[src/rtl/text_writer.sv]
// -----------------------------------------------------------------------------
// text_writer
//
// Turns a byte stream into terminal text for the 64x16 character generator.
// It tracks a cursor, writes glyph codes into the character buffer and scrolls
// by moving the buffer's first-row pointer, then blanking the line that has just
// been exposed. The whole buffer is cleared after every reset.
//
// Ports
//   clk                   pixel clock (same domain as the character generator)
//   clr                   asynchronous reset, active-high
//   char_in[7:0]          incoming byte
//   char_valid            char_in is valid
//   char_ready            a byte can be accepted this cycle (combinational)
//   buffer_waddr[9:0]     write address {phys_row[3:0], col[5:0]}
//   buffer_din[7:0]       write data
//   buffer_wen            write strobe, at most one write per cycle
//   buffer_first_row[3:0] physical row shown as the top line
//   buffer_first_row_wen  single-cycle load strobe for buffer_first_row
//   cursor_row[3:0]       logical cursor row, 0 = top line on screen
//   cursor_col[5:0]       cursor column
//
// Build option
//   TEXT_WRITER_AUTOWRAP_EN  when defined, a printable at column 63 wraps to the
//                            next line and may scroll; otherwise the cursor
//                            saturates at column 63.
// -----------------------------------------------------------------------------
module text_writer #(
    parameter logic [7:0] FILL_CHAR = 8'h20,
    parameter int         TAB_WIDTH = 8
) (
    input  logic       clk,
    input  logic       clr,
    input  logic [7:0] char_in,
    input  logic       char_valid,
    output logic       char_ready,
    output logic [9:0] buffer_waddr,
    output logic [7:0] buffer_din,
    output logic       buffer_wen,
    output logic [3:0] buffer_first_row,
    output logic       buffer_first_row_wen,
    output logic [3:0] cursor_row,
    output logic [5:0] cursor_col
);

    localparam logic [1:0] CLEAR_ALL  = 2'd0;
    localparam logic [1:0] IDLE       = 2'd1;
    localparam logic [1:0] CLEAR_LINE = 2'd2;

    localparam logic [6:0] TAB_MASK = 7'(TAB_WIDTH - 1);

    logic [1:0] state;
    logic [9:0] all_cnt;
    logic [6:0] line_cnt;
    logic [3:0] first_row;
    logic [3:0] clear_row;
    logic [3:0] phys_row;
    logic       accept;
    logic       is_print;
    logic       lf_req;
    logic       scroll;

`ifdef TEXT_WRITER_AUTOWRAP_EN
    logic       pend_wen;
    logic [9:0] pend_addr;
    logic [7:0] pend_din;
`endif

    // Next tab stop strictly right of col, saturating at the last column.
    function automatic logic [5:0] tab_stop(input logic [5:0] col);
        logic [6:0] nxt;
        nxt = ({1'b0, col} | TAB_MASK) + 7'd1;
        return nxt[6] ? 6'd63 : nxt[5:0];
    endfunction

    // Column advance after a printable, saturating at the last column.
    function automatic logic [5:0] col_advance(input logic [5:0] col);
        return (col == 6'd63) ? 6'd63 : col + 6'd1;
    endfunction

    assign char_ready       = (state == IDLE);
    assign accept           = char_valid && char_ready;
    assign phys_row         = first_row + cursor_row;
    assign is_print         = (char_in >= 8'h20) && (char_in <= 8'h7E);
    assign buffer_first_row = first_row;

    always_comb begin
        lf_req = accept && (char_in == 8'h0A);
`ifdef TEXT_WRITER_AUTOWRAP_EN
        if (accept && is_print && cursor_col == 6'd63)
            lf_req = 1'b1;
`endif
        scroll = lf_req && (cursor_row == 4'd15);
    end

    always_ff @(posedge clk or posedge clr) begin
        if (clr) begin
            state                <= CLEAR_ALL;
            all_cnt              <= 10'd0;
            line_cnt             <= 7'd0;
            first_row            <= 4'd0;
            clear_row            <= 4'd0;
            cursor_row           <= 4'd0;
            cursor_col           <= 6'd0;
            buffer_wen           <= 1'b0;
            buffer_first_row_wen <= 1'b0;
            buffer_waddr         <= 10'd0;
            buffer_din           <= 8'd0;
`ifdef TEXT_WRITER_AUTOWRAP_EN
            pend_wen             <= 1'b0;
            pend_addr            <= 10'd0;
            pend_din             <= 8'd0;
`endif
        end else begin
            buffer_wen           <= 1'b0;
            buffer_first_row_wen <= 1'b0;
            case (state)
                CLEAR_ALL: begin
                    buffer_wen   <= 1'b1;
                    buffer_waddr <= all_cnt;
                    buffer_din   <= FILL_CHAR;
                    all_cnt      <= all_cnt + 10'd1;
                    if (all_cnt == 10'd1023)
                        state <= IDLE;
                end

                CLEAR_LINE: begin
                    // line_cnt[6] marks that all 64 columns have been blanked.
                    if (line_cnt[6]) begin
                        state <= IDLE;
`ifdef TEXT_WRITER_AUTOWRAP_EN
                        // A wrapping printable that triggered the scroll is
                        // written here, after the line clear has finished.
                        if (pend_wen) begin
                            buffer_wen   <= 1'b1;
                            buffer_waddr <= pend_addr;
                            buffer_din   <= pend_din;
                            pend_wen     <= 1'b0;
                        end
`endif
                    end else begin
                        buffer_wen   <= 1'b1;
                        buffer_waddr <= {clear_row, line_cnt[5:0]};
                        buffer_din   <= FILL_CHAR;
                        line_cnt     <= line_cnt + 7'd1;
                    end
                end

                IDLE: begin
                    if (accept) begin
                        if (is_print) begin
                            buffer_wen   <= 1'b1;
                            buffer_waddr <= {phys_row, cursor_col};
                            buffer_din   <= char_in;
                        end

                        case (char_in)
                            8'h0D: cursor_col <= 6'd0;
                            8'h08: if (cursor_col != 6'd0) cursor_col <= cursor_col - 6'd1;
                            8'h09: cursor_col <= tab_stop(cursor_col);
                            default: begin
                                if (is_print) begin
`ifdef TEXT_WRITER_AUTOWRAP_EN
                                    cursor_col <= (cursor_col == 6'd63) ? 6'd0 : cursor_col + 6'd1;
`else
                                    cursor_col <= col_advance(cursor_col);
`endif
                                end
                            end
                        endcase

                        if (scroll) begin
                            // Old top row becomes the new bottom line; blank it
                            // starting with column 0 in the same cycle as the
                            // pointer strobe. This overrides any printable write.
                            first_row            <= first_row + 4'd1;
                            buffer_first_row_wen <= 1'b1;
                            clear_row            <= first_row;
                            state                <= CLEAR_LINE;
                            buffer_wen           <= 1'b1;
                            buffer_waddr         <= {first_row, 6'd0};
                            buffer_din           <= FILL_CHAR;
                            line_cnt             <= 7'd1;
`ifdef TEXT_WRITER_AUTOWRAP_EN
                            pend_wen             <= is_print;
                            pend_addr            <= {phys_row, cursor_col};
                            pend_din             <= char_in;
`endif
                        end else if (lf_req) begin
                            cursor_row <= cursor_row + 4'd1;
                        end
                    end
                end

                default: state <= CLEAR_ALL;
            endcase
        end
    end

endmodule

[config.mk]
export PLATFORM = sky130hd
export DESIGN_NAME = text_writer
export DESIGN_NICKNAME = d
export VERILOG_FILES = /design/src/rtl/text_writer.sv
export SDC_FILE = /design/constraint.sdc
export NUM_CORES = 1
export LEC_CHECK = 0
export BUFFER_PORTS_ARGS = -buffer_cell sky130_fd_sc_hd__buf_2
export CAP_MARGIN = 10
export CORE_ASPECT_RATIO = 1.25
export CORE_MARGIN = 1.5
export CORE_UTILIZATION = 31
export DETAILED_ROUTE_END_ITERATION = 8
export SYNTH_ARGS = -nofsm -noshare
export SYNTH_HDL_FRONTEND = slang
export SYNTH_SLANG_ARGS = --single-unit
[constraint.sdc]
create_clock -name clk -period 2.2 [get_ports clk]
set_clock_uncertainty 0.15 [all_clocks]
set_input_delay 0.44 -clock clk [delete_from_list [all_inputs] [get_ports clk]]
set_output_delay 0.44 -clock clk [all_outputs]
set_load 0.01 [all_outputs]
Word level (Yosys, flattened, before mapping) --
Cells that the tools add are included.
Cells by class: add/sub/neg operators 8, order comparisons 2, equality and inequality tests 16, mux-type cells 32, bitwise operators 1, reductions and logical operators 16
Operators with widths (count):
- 2-to-1 mux 10 bit | 4
- == test 8 x 4 -> 1 bit (second input constant) | 4
- 2-to-1 mux 8 bit | 4
- one-hot mux 10 bit (3 select lines) | 1
- 2-to-1 mux 6 bit | 4
- one-hot mux 8 bit (3 select lines) | 1
- 2-to-1 mux 7 bit | 3
- AND reduction 4 bit | 5
- one-hot mux 6 bit (3 select lines) | 1
- one-hot mux 7 bit (2 select lines) | 1
- adder 10 x 1 -> 10 bit (second input constant) | 1
- == test 10 bit (second input constant) | 1
- adder 4 x 1 -> 4 bit (second input constant) | 2
- greater-or-equal comparator 8 x 6 -> 1 bit (second input constant) | 1
- less-or-equal comparator 8 x 7 -> 1 bit (second input constant) | 1
- 2-to-1 mux 2 bit | 4
- != test 2 bit (second input constant) | 4
- adder 6 x 1 -> 7 bit (second input constant) | 1
- adder 7 x 1 -> 7 bit (second input constant) | 1
- 2-to-1 mux 1 bit | 7
- adder 6 x 1 -> 6 bit (second input constant) | 1
- == test 6 bit (second input constant) | 1
- one-hot mux 2 bit (3 select lines) | 1
- AND reduction 3 bit | 2
- 15 further kinds | 19
Storage, ports and cells: flip-flop bits (word level) 57, input bits 11, output and inout bits 35, logic and storage cells 87

Depth between registers and ports, before layout --
Gate-level depths: netlist (run 1).
depth in word-level cells 7, depth in mapped cells 8, mapped depth without buffers 7

Worst setup path after synthesis (run 1) --
Ideal clock, no wire load.
kind input port to flip-flop, start point in char_in[5], end point reg buffer_din[5], library setup time 0.125 ns, arrival 2.346 ns, data required time 1.925 ns, setup slack -0.421 ns, cell stages on the path 6, buffers on the path 1, path through or4_4 -> buf_6 -> or4_1 -> a21o_1 -> nand2_2 -> mux2_2
On the way: cells in the longest elaborated chain, start to end 6, elaborated cells on any way between the ends 12, classes of those cells order compare: 2; eq/ne: 2; mux: 4; reduce/logical: 4
RTL lines:
- start: declaration | RTL line 34 | input logic [7:0] char_in,
- branches (longest 6 deep; another with greater-or-equal comparator 8 x 6 -> 1 bit)
- end signal: assignment | RTL line 154 | buffer_din <= char_in;
- end: declaration | RTL line 38 | output logic [7:0] buffer_din,
Parallel ways; which one is timed is not known. The select of a mux whose other input is x is not followed. A chain may end at the register's enable or synchronous reset.

Worst setup path after layout (run 1) --
start point in char_in[2], end point reg buffer_din[6]
The elaborated chain is that of the path after synthesis.

==> run summary, run 1 <==
status: finished with violations
failing checks: hold timing, setup timing
CP Capture Type: flip-flop
min Tclk post-route: 2320 ps
CTS tree: done
post-synth top area share: 41.8%
post-cts hold buffer count: 0
largest net degree at the start of global routing: 38
ant diodes: 0
GRT overflow: 0
layout cells sized above 1: 36.3%
Mapped Nets: 382
max_cap viols: 0
Post-Syn Area: 0.00341 mm^2
ranking of synthesized cells by area: dfrtp_1 (42%), ha_1 (6.6%), nand2_1 (4.4%)
CTS Buf Count: 9
Routed WL: 9550 um
register area: 0.00143 mm^2
via count: 3055
# H-tree levels: 3
# rows: 42
Die Ht: 120 um
fillers: 1028
post-detailed-route count of antenna-violating nets: 0
die width: 96.9 um
worst path arrival time: 2390 ps
Reg-to-Reg End: buffer_waddr[3]
DPL Wire Length: 6970 um
Area Overhead vs Synth: 38.2%
R2R cell count: 7
Slew Limit Fails: 0
dpl ws: -499 ps
dominant cell type by area after synthesis: dfrtp_1
Synth Warn #: 0
top_reg_cell synth: dfrtp_1
first-pass GRT wire length: 15500 um
Final Hold Vio Count: 2
Yosys cell types: 56
first drt pass iteration count: 4
number of port buffers: 45
initial core utilization: 32.0%
Post-synth EDFFs: 0
Synth Instances: 352
CTS Buffer Depth: 2
family with the most delay on the worst path: simple AND/OR/NAND/NOR gates
CP max stage delay: 570 ps
hold_ws: -2.41 ps
Tcrit/Tclk final: 105%
via-per-instance ratio: 5.21
RSZ-0062 raised after global routing: yes
Max-slew headroom: 64.7%
CP max FO: 5
core area: 0.0107 mm^2
RR Startpoint: cursor_row[1]
min-delay worst type: primary input to async pin
GRT Total Usage: 16.8%
Max Freq: 0.431 GHz
gpl congestion: 0.803
Syn Area/Cell: 9.70 um^2
via count of the first global-routing pass: 3090
nets: 479
Seq cells post-synth: 57
Max VDD drop: 294 uV
I/O Pins: 46
sequential share of the synthesized area: 41.8%
most used cell along the critical path: buf_6
R2R setup slack: -10 ps
critical path, cell by cell: buf_6 > or4bb_4 > or4_4 > a21o_4 > buf_6 > and3_4 > a31o_4
Worst-Margin Slew: 528 ps
total die area: 0.0117 mm^2
drt wl/cell: 16.3 um
CTS clk-pin slew, worst paths: 50 ps
Worst Setup Path Type: primary input to flip-flop
Root Buffer Master: clkbuf_16
final setup fails: 18
leakage: 2.33 nW
critical path required time: 2270 ps
DRT iter0 DRCs: 128
Post-synth ARST share: 100%
Setup WS post-layout: -120 ps
Buf/Inv on CP: 2
most common cell after layout, fill and taps aside: dfrtp_1
worst skew pair latency: 330 ps
area of the multi-input gates: 0.00205 mm^2
Sink Count: 57
DR DRC count: 0
setup TNS after final layout: -1230 ps
Critical-path top delay cell: or4bb_4
Setup crit start kind: primary input
antenna violations before repair: 0
most frequent cells in the layout: dfrtp_1 (57), buf_4 (51), buf_2 (41)
pwr dens: 780 mW/mm^2
[final cells by class]
cell class                 count  share of cell area (%)
tap                          132                    3.50
clock inverter                 6                    1.25
timing repair buffer         103                    15.6
sequential                    57                    30.2
inverter                      14                    1.11
multi-input combinational    264                    43.4
clock buffer                  10                    4.85
[worst reg2reg max path: stages, from the launching register on]
cell	delay, ps
dfrtp_1	350
ha_1	190
nand3_2	120
buf_4	180
o41a_1	460
a22oi_2	270
a21oi_1	110
mux2_4	260
[power by group]
part / internal, mW / total, mW / leakage, nW / switching, mW
Clock: 0.869 / 1.35 / 0.146 / 0.485
Combinational: 0.508 / 0.996 / 1.43 / 0.488
Sequential: 1.18 / 1.33 / 0.748 / 0.154
[worst max path at each step]
| stage | start | endpoint | slack (ps) | depth (start not counted) |
|---|---|---|---|---|
| 6_report | char_in[2] | buffer_din[6] | -120 | 7 |
| 5_1_grt | char_in[2] | buffer_din[6] | -150 | 7 |
| 4_1_cts | char_in[6] | buffer_din[6] | -110 | 7 |
| 3_5_place_dp | char_in[2] | buffer_din[6] | -500 | 7 |
| 3_3_place_gp | char_in[2] | buffer_din[6] | -470 | 7 |
| 2_1_floorplan | char_in[5] | buffer_din[4] | -390 | 7 |
[kinds of logic after synthesis]
group / count (synthesis) / synth area share [%]
compound gates: 77 / 16.3
xor+xnor: 18 / 4.62
flops: 57 / 41.8
simple gates: 130 / 19.7
mux: 20 / 6.34
fa+ha+maj: 19 / 7.18
buf+inv: 31 / 4.07
[sequential cells by signal, summed over array words and instances, names as in the netlist]
name / count
all_cnt: 10
buffer_din: 8
buffer_first_row: 4
buffer_first_row_wen: 1
buffer_waddr: 10
buffer_wen: 1
clear_row: 4
cursor_col: 6
cursor_row: 4
line_cnt: 7
state: 2
[through the flow]
| step | instance area [um^2] | std cells | hold slack (ps) | util, % | total power, mW |
|---|---|---|---|---|---|
| final | 4720 | 586 | -2.41 | 44.2 | 3.68 |
| after global routing | 4720 | 586 | 43.5 | 44.2 | 3.86 |
| after CTS | 4610 | 585 | 12.0 | 43.2 | 3.69 |
| after detailed placement | 4190 | 566 | 308 | 39.3 | 2.28 |
| after global placement | 4190 | 566 | 305 | 39.3 | 2.27 |
| after floorplan | 3480 | 352 | 289 | - | 1.90 |
[layer usage]
layer	GRT usage (%)	vias up	wire length [um]	part of all wire, %
met5	0	-	0	0
met2	29.2	60	4930	52
li1	-	1481	-	-
met3	3.06	13	299	3.1
met1	19.8	1501	4080	43
met4	8.33	0	241	2.5
[cells in the mapped netlist (2+ instances only)]
| cell | n |
|---|---|
| a22oi_1 | 7 |
| o2bb2ai_1 | 2 |
| o311ai_0 | 2 |
| nand3_1 | 14 |
| a22o_1 | 6 |
| a221oi_1 | 2 |
| buf_6 | 3 |
| nor2_1 | 22 |
| mux2i_1 | 7 |
| nor4_1 | 3 |
| mux2_2 | 13 |
| o21ai_0 | 15 |
| nor3b_1 | 4 |
| nor2b_1 | 3 |
| o31ai_2 | 2 |
| nor3_1 | 4 |
| xnor2_1 | 10 |
| nor4b_1 | 4 |
| and3_1 | 11 |
| a31o_2 | 2 |
| o21bai_1 | 2 |
| o211ai_1 | 2 |
| a21oi_1 | 18 |
| inv_1 | 14 |
| or3_1 | 2 |
| ha_1 | 18 |
| nand2b_1 | 5 |
| xor2_1 | 8 |
| dfrtp_1 | 57 |
| a211o_1 | 3 |
| nand4_1 | 10 |
| clkbuf_1 | 14 |
| nand2_1 | 40 |
[timing repair]
action                     CTS  global route
resized for setup           17            20
setup endpoints to repair   20            30
pin swaps                    9             8
cloned                       0             0
buffers inserted             3             1
Note: power is estimated with default switching activity, not from simulation.
==> inputs of run 2 (changes only) <==
Settings changed: BUFFER_PORTS_ARGS -buffer_cell sky130_fd_sc_hd__buf_2 to unset, DONT_BUFFER_PORTS set to 1.
==> run 2 against run 1 <==
Against the previous run:
- the run ends with setup timing left
- setup slack better by 110 ps
- final cell count is 7.7% lower
- flip-flop and latch count stayed put
- combinational power is 18% lower
- sequential share of layout area is 1.1 points higher
- non-clock buffer count is 45 lower
- via count is 5.3% lower
- count of clock-buffer cells in the layout is 2 higher
- critical endpoint is now buffer_din[3]
- largest cell class unchanged
- largest power group unchanged
==> run summary, run 2 (synthesis gave the netlist of run 1 again) <==
status: finished with violations
failing checks: setup timing
max_cap viols: 0 (unchanged)
I/O Pins: 46 (unchanged)
final setup fails: 2 (-16)
most used cell along the critical path: or4_4
DR DRC count: 0 (unchanged)
worst path arrival time: 2290 ps (-100 ps)
fin util: 42.7% (-1.5 points)
first-pass GRT wire length: 15000 um (-3.3%)
most frequent cells in the layout: dfrtp_1 (57), buf_4 (48), nand2_1 (38)
via count of the first global-routing pass: 2992 (-3.2%)
leakage: 2.13 nW (-8.6%)
post-detailed-route count of antenna-violating nets: 0 (unchanged)
DRT iter0 DRCs: 148 (+16%)
# rows: 42 (unchanged)
Critical-path top delay cell: or4_4
Worst-Margin Slew: 582 ps (+53.5 ps)
largest net degree at the start of global routing: 58 (+53%)
Sink Count: 57 (unchanged)
most common cell after layout, fill and taps aside: dfrtp_1
worst skew pair latency: 330 ps (about the same)
RSZ-0062 raised after global routing: yes
# H-tree levels: 3 (unchanged)
Worst Setup Path Type: primary input to flip-flop
nets: 434 (-9.4%)
total die area: 0.0117 mm^2 (unchanged)
first drt pass iteration count: 4 (unchanged)
min Tclk post-route: 2210 ps (-107 ps)
CP max FO: 5 (unchanged)
critical path required time: 2270 ps (about the same)
GRT Total Usage: 16.3% (-0.48 points)
Die Ht: 120 um (unchanged)
Tcrit/Tclk final: 101% (-4.9 points)
total power: 3.79 mW (+3.0%)
biggest regs: all_cnt (10), buffer_waddr (10), buffer_din (8)
Routed WL: 9300 um (-2.6%)
CTS clk-pin slew, worst paths: 60 ps (about the same)
critical path, cell by cell: or4_4 > or4_4 > a21o_4 > buf_6 > and3_4 > a31o_1
antenna violations before repair: 0 (unchanged)
Area Overhead vs Synth: 33.4%
via-per-instance ratio: 5.35 (+2.5%)
Max-slew headroom: 60.7% (-4.1 points)
CP Capture Type: flip-flop
initial core utilization: 32.0% (unchanged)
ant diodes: 0 (unchanged)
die width: 96.9 um (unchanged)
pwr dens: 833 mW/mm^2 (+6.8%)
Setup WS post-layout: -12.6 ps (+107 ps)
min-delay worst type: primary input to flip-flop
Root Buffer Master: clkbuf_16
core area: 0.0107 mm^2 (unchanged)
number of port buffers: 0 (-100%)
Max VDD drop: 411 uV (+40%)
Max Freq: 0.452 GHz (+4.8%)
Slew Limit Fails: 0 (unchanged)
CTS Buffer Depth: 2 (unchanged)
via count: 2892 (-5.3%)
CP max stage delay: 570 ps (about the same)
CTS Buf Count: 9 (unchanged)
Setup crit start kind: primary input
layout cells sized above 1: 31.1% (-5.3 points)
GRT overflow: 0 (unchanged)
drt wl/cell: 17.2 um (+5.5%)
gpl congestion: 0.820 (+2.2%)
Final Hold Vio Count: 0 (-2)
DPL Wire Length: 6610 um (-5.2%)
CTS tree: done
run 2: cell types whose count changed in the layout (fill, tap and decap cells not counted), sizes merged:
| cell | delta |
|---|---|
| buf | -46 |
| bufinv | +1 |
| clkbuf | +2 |
| clkinv | -3 |
| dlygate4sd3 | +1 |
run 2: stage by stage:
stage / area (um^2) / instances / setup TNS (ps) / hold WS, ps / setup WS (ps)
CTS: 4380 / 536 / -3.78 / 97.1 / -3.78
floorplan: 3480 / 352 / -7060 / 289 / -395
finish: 4550 / 541 / -23.8 / 97.8 / -12.6
global route: 4550 / 541 / -240 / 94.2 / -33.8
global placement: 3920 / 517 / -7890 / 265 / -335
detailed placement: 3920 / 517 / -8540 / 266 / -376
run 2: repair_timing:
item                                    4_1_cts  5_1_grt
pin swaps                                     7        8
setup buffers                                 2        4
hold endpoints to repair                     57        0
resized for setup                            17       29
endpoints found under the setup margin       16       19
gates cloned                                  0        1
hold buffers                                  1        0
run 2: worst paths after layout:
| check | start | endpoint | slack [ps] | cells after the start |
|---|---|---|---|---|
| max in group asynchronous | clr | cursor_col[5] | 1150 | 3 |
| max | char_in[6] | buffer_din[3] | -10 | 6 |
| min | char_in[6] | buffer_din[6] | 100 | 1 |
| max reg2reg | state[0] | buffer_waddr[9] | 70 | 8 |
| min reg2reg | clear_row[1] | clear_row[1] | 310 | 2 |
| min in group asynchronous | clr | buffer_waddr[1] | 470 | 3 |
run 2: routing by layer:
| layer | GRT usage, % | wire, um |
|---|---|---|
| met5 | 0 | 0 |
| met4 | 8.06 | 291 |
| met3 | 5.55 | 582 |
| met2 | 27.3 | 4560 |
| met1 | 18.5 | 3870 |
run 2: layout make-up:
cell class | count | area, um^2
Fill cell | 1039 | 6120
Multi-Input combinational cell | 264 | 2090
Sequential cell | 57 | 1430
Timing Repair Buffer | 58 | 474
Clock buffer | 12 | 267
Tap cell | 132 | 165
Clock inverter | 4 | 73.8
Inverter | 14 | 52.6
run 2: where the power goes:
part | total (mW) | leakage, nW | internal, mW | switching, mW
Sequential | 1.39 | 0.748 | 1.18 | 0.216
Clock | 1.58 | 0.169 | 1.08 | 0.501
Combinational | 0.816 | 1.21 | 0.427 | 0.389
Total | 3.79 | 2.13 | 2.69 | 1.11
run 2: critical path: cells and delay by family:
kind	cells	cell delay (ps)
and+or+nand+nor	3	1270
AOI/OAI and AO/OA	2	450
buffers and inverters	1	120
==> inputs of run 3 (changes only) <==
Settings changed: CORE_UTILIZATION 31 to 45, MAX_ROUTING_LAYER set to met4.
==> run 3 against run 2 <==
Against the previous run:
- the run still ends with setup timing left
- register-to-register slack got worse by 40 ps
- worst hold slack got worse by 3.8 ps
- final area fell by 8.1%
- first-iteration DRC count fell by 15%
- highest routed layer unchanged
- clock power fell by 47%
- power fell by 20%
- via count fell by 2.0%
- core utilization rose by 14 points
==> run summary, run 3 (synthesis gave the netlist of run 1 again) <==
status: finished with violations
failing checks: setup timing
Worst-Margin Slew: 417 ps (-164 ps)
nets: 431 (-0.69%)
leakage: 2.01 nW (-5.7%)
min Tclk post-route: 2210 ps (+2.22 ps)
RSZ-0062 raised after global routing: yes
core area: 0.00736 mm^2 (-31%)
R2R cell count: 6 (-2)
fillers: 659 (-37%)
worst skew pair latency: 340 ps (about the same)
most frequent cells in the layout: dfrtp_1 (57), buf_4 (49), nand2_1 (38)
R2R setup slack: 30 ps (-40 ps)
Worst Setup Path Type: primary input to flip-flop
min-delay worst type: primary input to flip-flop
antenna violations before repair: 0 (unchanged)
DRT iter0 DRCs: 126 (-15%)
DR DRC count: 0 (unchanged)
critical path required time: 2270 ps (about the same)
Setup crit start kind: primary input
Hold Path Origin: char_in[3]
GRT overflow: 0 (unchanged)
DP Cell Count: 480 (-7.2%)
biggest regs: all_cnt (10), buffer_waddr (10), buffer_din (8)
via count: 2833 (-2.0%)
most common cell after layout, fill and taps aside: dfrtp_1
first-pass GRT wire length: 14200 um (-5.3%)
die width: 80.9 um (-16%)
worst path arrival time: 2290 ps (about the same)
final setup fails: 1 (-1)
CTS tree: done
Max-slew headroom: 72.2% (+11 points)
initial core utilization: 46.4% (+14 points)
Min-Delay Path Depth: 1 (unchanged)
Crit. Startpoint: char_in[5]
Reg-to-Reg End: state[1]
pwr dens: 724 mW/mm^2 (-13%)
GRT Total Usage: 23.8% (+7.5 points)
DPL Wire Length: 6590 um (-0.31%)
post-route design area: 0.00418 mm^2 (-8.1%)
ant diodes: 0 (unchanged)
Area Overhead vs Synth: 22.5%
CP Capture Type: flip-flop
total die area: 0.00812 mm^2 (-30%)
Setup Fix Bufs, Post-CTS: 0 (-2)
CP max FO: 6 (+1)
setup TNS after final layout: -14.8 ps (+8.99 ps)
CTS Buf Count: 9 (unchanged)
Hold Path End: buffer_din[3]
number of port buffers: 0 (unchanged)
largest net degree at the start of global routing: 46 (-21%)
drt wl/cell: 17.8 um (+3.7%)
# rows: 35 (-17%)
Routed WL: 8860 um (-4.7%)
CP max stage delay: 560 ps (about the same)
Critical-path top delay cell: or4_4
Sink Count: 57 (unchanged)
first drt pass iteration count: 4 (unchanged)
Max VDD drop: 405 uV (-1.5%)
RR Startpoint: cursor_row[0]
Tcrit/Tclk final: 101% (+0.10 points)
gpl congestion: 0.911 (+11%)
critical path, cell by cell: or4_4 > buf_6 > nor4_4 > mux2_2 > a221oi_2 > o31ai_2
fin util: 56.9% (+14 points)
CTS Buffer Depth: 2 (unchanged)
Buf/Inv on CP: 1 (unchanged)
post-detailed-route count of antenna-violating nets: 0 (unchanged)
I/O Pins: 46 (unchanged)
Final Non-Filler Cells: 497 (-8.1%)
Setup WS post-layout: -14.8 ps (-2.22 ps)
Final Hold Vio Count: 0 (unchanged)
family with the most delay on the worst path: simple AND/OR/NAND/NOR gates
Die Ht: 100 um (-17%)
CTS clk-pin slew, worst paths: 70 ps (about the same)
# H-tree levels: 3 (unchanged)
placement-stage cell area: 0.00390 mm^2 (-0.70%)
layout cells sized above 1: 26.9% (-4.1 points)
Root Buffer Master: clkbuf_8
Max Freq: 0.452 GHz (-0.10%)
max_cap viols: 0 (unchanged)
via-per-instance ratio: 5.70 (+6.6%)
Slew Limit Fails: 0 (unchanged)
via count of the first global-routing pass: 2849 (-4.8%)
[run 3: changes by cell type in the layout (fill, tap and decap cells not counted), sizes merged]
cell | before | now
buf | 57 | 54
clkbuf | 12 | 9
clkinv | 2 | 5
bufinv | 2 | 0
clkinvlp | 0 | 1
[run 3: worst max path at each step]
stage                            endpoint  depth (start not counted)
after global placement    buffer_waddr[6]                          6
after floorplan             buffer_din[4]                          7
after global routing      buffer_waddr[9]                          9
after CTS                 buffer_waddr[5]                          7
final                     buffer_waddr[6]                          6
after detailed placement    buffer_din[5]                          5
[run 3: metrics by stage]
step	setup slack, ps	hold slack, ps	total power [mW]
finish	-14.8	94.0	3.03
detailed placement	-390	161	2.17
floorplan	-395	289	1.90
global placement	-358	156	2.16
CTS	-5.44	86.8	3.01
global route	-81.3	91.5	3.20
[run 3: where the power goes]
part / total [mW] / switching (mW) / internal (mW)
sequential: 1.39 / 0.216 / 1.17
combinational: 0.806 / 0.381 / 0.425
clock: 0.834 / 0.439 / 0.395
[run 3: what timing repair did]
action,in CTS,in global routing
pin swaps,0,12
hold buffers,1,0
resized for setup,4,20
gates cloned,0,1
endpoints found under the setup margin,11,16
endpoints found under the hold margin,12,0
[run 3: worst reg2reg max path: cells and delay by family (launching register included)]
| kind | cells | cell delay [ps] |
|---|---|---|
| AOI/OAI and AO/OA | 2 | 830 |
| DFF | 1 | 390 |
| muxes | 1 | 280 |
| adders and majority gates | 1 | 160 |
| buffers and inverters | 1 | 140 |
| and+or+nand+nor | 1 | 100 |
[run 3: metal layers]
layer	vias up	wire (um)	share of wire, %	GRT usage (%)
li1	1369	-	-	-
met1	1394	3740	42	28.7
met2	55	4540	51	38.8
met3	15	394	4.4	5.91
met4	0	180	2.0	7.69
met5	-	0	0	-
[run 3: final cells by class]
type / count / area [um^2] / area share [%]
Tap cell: 92 / 115 / 2.75
Multi-Input combinational cell: 264 / 1990 / 47.6
Sequential cell: 57 / 1430 / 34.1
Clock buffer: 9 / 124 / 2.96
Timing Repair Buffer: 55 / 437 / 10.4
Clock inverter: 6 / 36.3 / 0.867
Inverter: 14 / 52.6 / 1.26
